File: config.mk
export PLATFORM = sky130hd
export DESIGN_NAME = if_id_reg
export DESIGN_NICKNAME = d
export VERILOG_FILES = /design/src/rtl/if_id_reg.sv
export SDC_FILE = /design/constraint.sdc
export NUM_CORES = 1
export LEC_CHECK = 0
export BUFFER_PORTS_ARGS = -buffer_cell sky130_fd_sc_hd__buf_2
export CORE_MARGIN = 2
export CORE_UTILIZATION = 25
export DETAILED_ROUTE_END_ITERATION = 10
export HOLD_SLACK_MARGIN = 0.1
export PLACE_DENSITY = 0.52
export SYNTH_ARGS = -nofsm -noshare
export SYNTH_HDL_FRONTEND = slang
export SYNTH_SLANG_ARGS = --single-unit
File: constraint.sdc
create_clock -name clk -period 2.4 [get_ports clk]
set_input_delay 0.48 -clock clk [delete_from_list [all_inputs] [get_ports clk]]
set_output_delay 0.48 -clock clk [all_outputs]
set_load 0.1 [all_outputs]
File: src/rtl/if_id_reg.sv
// rtl/if_id_reg.sv - fetch/decode pipeline register with freeze, sticky clear and counters
module if_id_reg #(
    parameter logic [31:0] PC_RESET = 32'h0000_3000,
    parameter int          CNT_W    = 32
) (
    input  logic             clk,
    input  logic             reset,
    input  logic [31:0]      F_PC,
    input  logic [31:0]      F_Instr,
    input  logic             freeze,
    input  logic             clr,
    input  logic             cnt_clr,
    output logic [31:0]      D_PC,
    output logic [31:0]      D_Instr,
    output logic [31:0]      D_PC8,
    output logic             D_valid,
    output logic [CNT_W-1:0] cnt_fetch,
    output logic [CNT_W-1:0] cnt_stall,
    output logic [CNT_W-1:0] cnt_bubble
);

    typedef enum logic {
        RUN,
        CLR_PEND
    } state_t;

    localparam logic [CNT_W-1:0] CNT_ZERO = '0;
    localparam logic [CNT_W-1:0] CNT_ONE  = {{(CNT_W-1){1'b0}}, 1'b1};

    state_t           state_q, state_d;
    logic [31:0]      pc_q, pc_d;
    logic [31:0]      instr_q, instr_d;
    logic             valid_q, valid_d;
    logic [CNT_W-1:0] fetch_q, fetch_d;
    logic [CNT_W-1:0] stall_q, stall_d;
    logic [CNT_W-1:0] bubble_q, bubble_d;
    logic             do_stall, do_bubble, do_fetch;

    function automatic logic [CNT_W-1:0] sat_inc(input logic [CNT_W-1:0] v);
        return (&v) ? v : v + CNT_ONE;
    endfunction

    always_comb begin
        state_d   = state_q;
        pc_d      = pc_q;
        instr_d   = instr_q;
        valid_d   = valid_q;
        do_stall  = 1'b0;
        do_bubble = 1'b0;
        do_fetch  = 1'b0;

        // A clear seen while frozen is parked in CLR_PEND until the first unfrozen edge.
        if (freeze) begin
            do_stall = 1'b1;
            state_d  = (clr || state_q == CLR_PEND) ? CLR_PEND : RUN;
        end else if (clr || state_q == CLR_PEND) begin
            do_bubble = 1'b1;
            pc_d      = F_PC;
            instr_d   = 32'h0;
            valid_d   = 1'b0;
            state_d   = RUN;
        end else begin
            do_fetch = 1'b1;
            pc_d     = F_PC;
            instr_d  = F_Instr;
            valid_d  = 1'b1;
        end
    end

    always_comb begin
        fetch_d  = fetch_q;
        stall_d  = stall_q;
        bubble_d = bubble_q;
        if (cnt_clr) begin
            fetch_d  = CNT_ZERO;
            stall_d  = CNT_ZERO;
            bubble_d = CNT_ZERO;
        end else begin
            if (do_fetch)  fetch_d  = sat_inc(fetch_q);
            if (do_stall)  stall_d  = sat_inc(stall_q);
            if (do_bubble) bubble_d = sat_inc(bubble_q);
        end
    end

    always_ff @(posedge clk) begin
        if (reset) begin
            state_q  <= RUN;
            pc_q     <= PC_RESET;
            instr_q  <= 32'h0;
            valid_q  <= 1'b0;
            fetch_q  <= CNT_ZERO;
            stall_q  <= CNT_ZERO;
            bubble_q <= CNT_ZERO;
        end else begin
            state_q  <= state_d;
            pc_q     <= pc_d;
            instr_q  <= instr_d;
            valid_q  <= valid_d;
            fetch_q  <= fetch_d;
            stall_q  <= stall_d;
            bubble_q <= bubble_d;
        end
    end

    assign D_PC       = pc_q;
    assign D_Instr    = instr_q;
    assign D_valid    = valid_q;
    assign D_PC8      = pc_q + 32'd8;
    assign cnt_fetch  = fetch_q;
    assign cnt_stall  = stall_q;
    assign cnt_bubble = bubble_q;

endmodule
==> results.yml <==
cts:
  cts_hold_repair.buffers: 0
  cts.root.buffer_cell: "sky130_fd_sc_hd__clkbuf_16"
  tritoncts: "done"
  cts_inserted_buffers: 17
  clk_pin_slew_worst_paths_ps: 70
  ctsHtreeMaxLevel: 4
  clock_tree.buffer_depth: 2
  cts_num_sinks: 162
  clock_latency_at_the_later_pin_of_the_worst_skew_pair_ps: 440
run_status:
  violations: "negative setup slack"
  outcome: "complete, but fails checks"
critical_path:
  worstPathMaxFanout: 3
  cp-startpoint: "D_PC[4]$_SDFFE_PP0N_"
  worstSetupStartpointType: "flop"
  crit-reg2reg-launch: "cnt_stall[0]$_SDFFE_PP0P_"
  cp.required_ps: 1920
  setup.reg_to_reg.worst_slack_ps: 190
  timing.critical_path.to_type: "output port"
  worst-setup-path-type: "reg2out"
  crit_arrival_ps: 2180
global_routing:
  global_route.overflow_total: 0
  grt_max_degree: 44
  first_global_vias: 7309
  grt_first_pass_wirelength_um: 40800
  grt_antenna_before_repair: 2
  total_global_route_track_usage_pct: 15.6
synthesis:
  asyncSetResetFlopFracSynth_pct: 0
  ys_dominant_reg_cell: "sky130_fd_sc_hd__dfxtp_1"
  ys.warnings.count: 0
  syn-instance-count: 858
  syn_avg_cell_area_um2: 9.02
  yosys.cell_types.count: 61
  synth_enable_flop_cells: 0
  synth.net_count: 931
  syn-cell-area_um2: 7740
  ys_ff_latch: 162
  synth.yosys.seq_area_share_pct: 41.9
place:
  gp_routability_congestion: 0.776
  placedCellCount: 1528
  hpwl_after_detailed_placement_um: 18700
  io_buffer_count: 261
power:
  fin_total_pwr_mw: 6.90
  power.density_nw_per_um2: 584
  comb_power_share_pct: 17.4
  worst_ir_drop_vdd_mv: 0.448
  seqPwrFrac_pct: 40.8
  net_switching_share_of_the_total_power_pct: 31.6
  power_spent_charging_and_discharging_nets_mw: 2.18
  intPower_mw: 4.72
  power.static_leakage_nw: 4.85
  clock_power_share_pct: 41.8
sta:
  finalCritPeriodShare_pct: 111
  worst_pin_slew_ps: 616
  fin_setup_tns_ps: -4080
  final_worst_setup_slack_ps: -264
  max_clock_freq_mhz: 375
  hold_ws_ps: 252
  hold_violations: 0
  finalSetupViolCount: 21
  period_needed_ps: 2660
  final_max_slew_viol_count: 0
  skew_ps: 12.4
  grt_setup_unrepaired: "true"
  worst_slew_margin_rel_pct: 59.0
finish:
  areaGrowthSynthToFinish_pct: 52.5
  layout.cells.most_common_list: "sky130_fd_sc_hd__buf_2, sky130_fd_sc_hd__dfxtp_2, sky130_fd_sc_hd__nor2_1"
  final_core_utilization_pct: 38.7
  drive_gt1_share_pct: 48.3
  final_net_count: 1238
  layout_commonest_cell: "sky130_fd_sc_hd__buf_2"
  final_std_cells_w_o_fill: 1576
route:
  ant_nets: 0
  viasPerCell: 4.86
  drtIter0Drc: 313
  detailroute.via_count: 7663
  route.detailed.drc: 0
  drt-pass1-iter-count: 4
  detail_route.wirelength_um: 25500
  wire_per_inst_um: 16.2
floorplan:
  num_io_pins: 262
  core_region_area_um2: 30500
  chipWidth_um: 180
  initial_core_util_pct: 25.4
  rows: 64
  fp.dieArea_um2: 32400
  die_h_um: 180
min_path:
  timing.hold.worst.class: "in2reg"
  hp-start: "F_Instr[15]"
run:
  max-cap-violations: 0
routing by layer:
layer	vias up	track usage (%)	wire (µm)
met5	-	0	0
met2	160	26.3	12600
met4	0	5.92	394
met3	19	2.86	997
li1	3814	-	-
met1	3670	19.8	11400
worst max-delay path, stage by stage (launching register included):
cell	delay (ps)
sky130_fd_sc_hd__dfxtp_4	370
sky130_fd_sc_hd__ha_4	140
sky130_fd_sc_hd__nand2_2	50
sky130_fd_sc_hd__or3_4	380
sky130_fd_sc_hd__buf_4	150
sky130_fd_sc_hd__nor4_2	120
sky130_fd_sc_hd__buf_4	170
sky130_fd_sc_hd__xor2_4	180
sky130_fd_sc_hd__buf_12	190
final timing paths:
kind / endpoint / cells after the start
setup / recovery: D_PC8[27] / 8
hold / removal: D_Instr[15]$_SDFFE_PP0N_ / 2
setup reg to reg: cnt_stall[23]$_SDFFE_PP0P_ / 6
hold reg to reg: D_Instr[17]$_SDFFE_PP0N_ / 1
cell type report:
cell class	instances	area (µm²)
fill	3108	18700
clock buffer	19	475
sequential	162	3440
inverter	15	56.3
tap	396	495
clock inverter	13	143
timing repair buffer	328	2240
multi-input combinational	641	4950
antenna	2	5.00
synth_stat cells, types with 24 or more instances:
| cell type | number | share of area [%] |
|---|---|---|
| sky130_fd_sc_hd__or3_1 | 44 | 3.6 |
| sky130_fd_sc_hd__nand2_1 | 69 | 3.3 |
| sky130_fd_sc_hd__nor2_1 | 86 | 4.2 |
| sky130_fd_sc_hd__a21oi_1 | 54 | 3.5 |
| sky130_fd_sc_hd__nand3_1 | 45 | 2.9 |
| sky130_fd_sc_hd__dfxtp_1 | 162 | 42 |
| sky130_fd_sc_hd__nand4_1 | 27 | 2.2 |
| sky130_fd_sc_hd__mux2i_1 | 38 | 4.9 |
| sky130_fd_sc_hd__clkbuf_1 | 24 | 1.2 |
| sky130_fd_sc_hd__xnor2_1 | 37 | 4.2 |
| sky130_fd_sc_hd__o21ai_0 | 26 | 1.7 |
| sky130_fd_sc_hd__a22o_1 | 32 | 3.6 |
what timing repair did:
action,4_1_cts,5_1_grt
setup endpoints to repair,24,23
buffers inserted,6,8
gates resized for setup,29,18
pin swaps,11,9
kinds of logic (layout without fill, tap and decap cells):
family                   Yosys count  in the layout  synth area share (%)
AND/OR/NAND/NOR                  361            361                  25.9
AO/OA/AOI/OAI                    186            186                  17.6
flip-flops                       162            162                  41.9
buffers and inverters             55            375                  3.14
XOR/XNOR                          52             52                  5.88
multiplexers                      38             38                  4.91
adder cells (fa/ha/maj)            4              4                 0.647
other                              0              2                     0
through the flow:
| stage | setup slack (ps) | cell area (µm²) |
|---|---|---|
| after global routing | -384 | 11800 |
| after floorplan | -469 | 8530 |
| after global placement | 26.1 | 10900 |
| after detailed placement | 14.6 | 10900 |
| final | -264 | 11800 |
| after CTS | -340 | 11700 |
sequential cells by signal, summed over array words and instances, names as in the netlist:
signal	flops
D_Instr	32
D_PC	32
D_valid	1
cnt_bubble	32
cnt_fetch	32
cnt_stall	32
state_q	1
power by group through the flow:
stage | clock network [mW] | logic, mW | registers [mW]
floorplan | 0 | 0.473 | 3.28
global placement | 0 | 1.18 | 2.87
detailed placement | 0 | 1.19 | 2.87
CTS | 2.98 | 1.20 | 2.81
global route | 3.07 | 1.24 | 2.83
finish | 2.88 | 1.20 | 2.82
No activity file was read; power rests on OpenSTA's default activity.
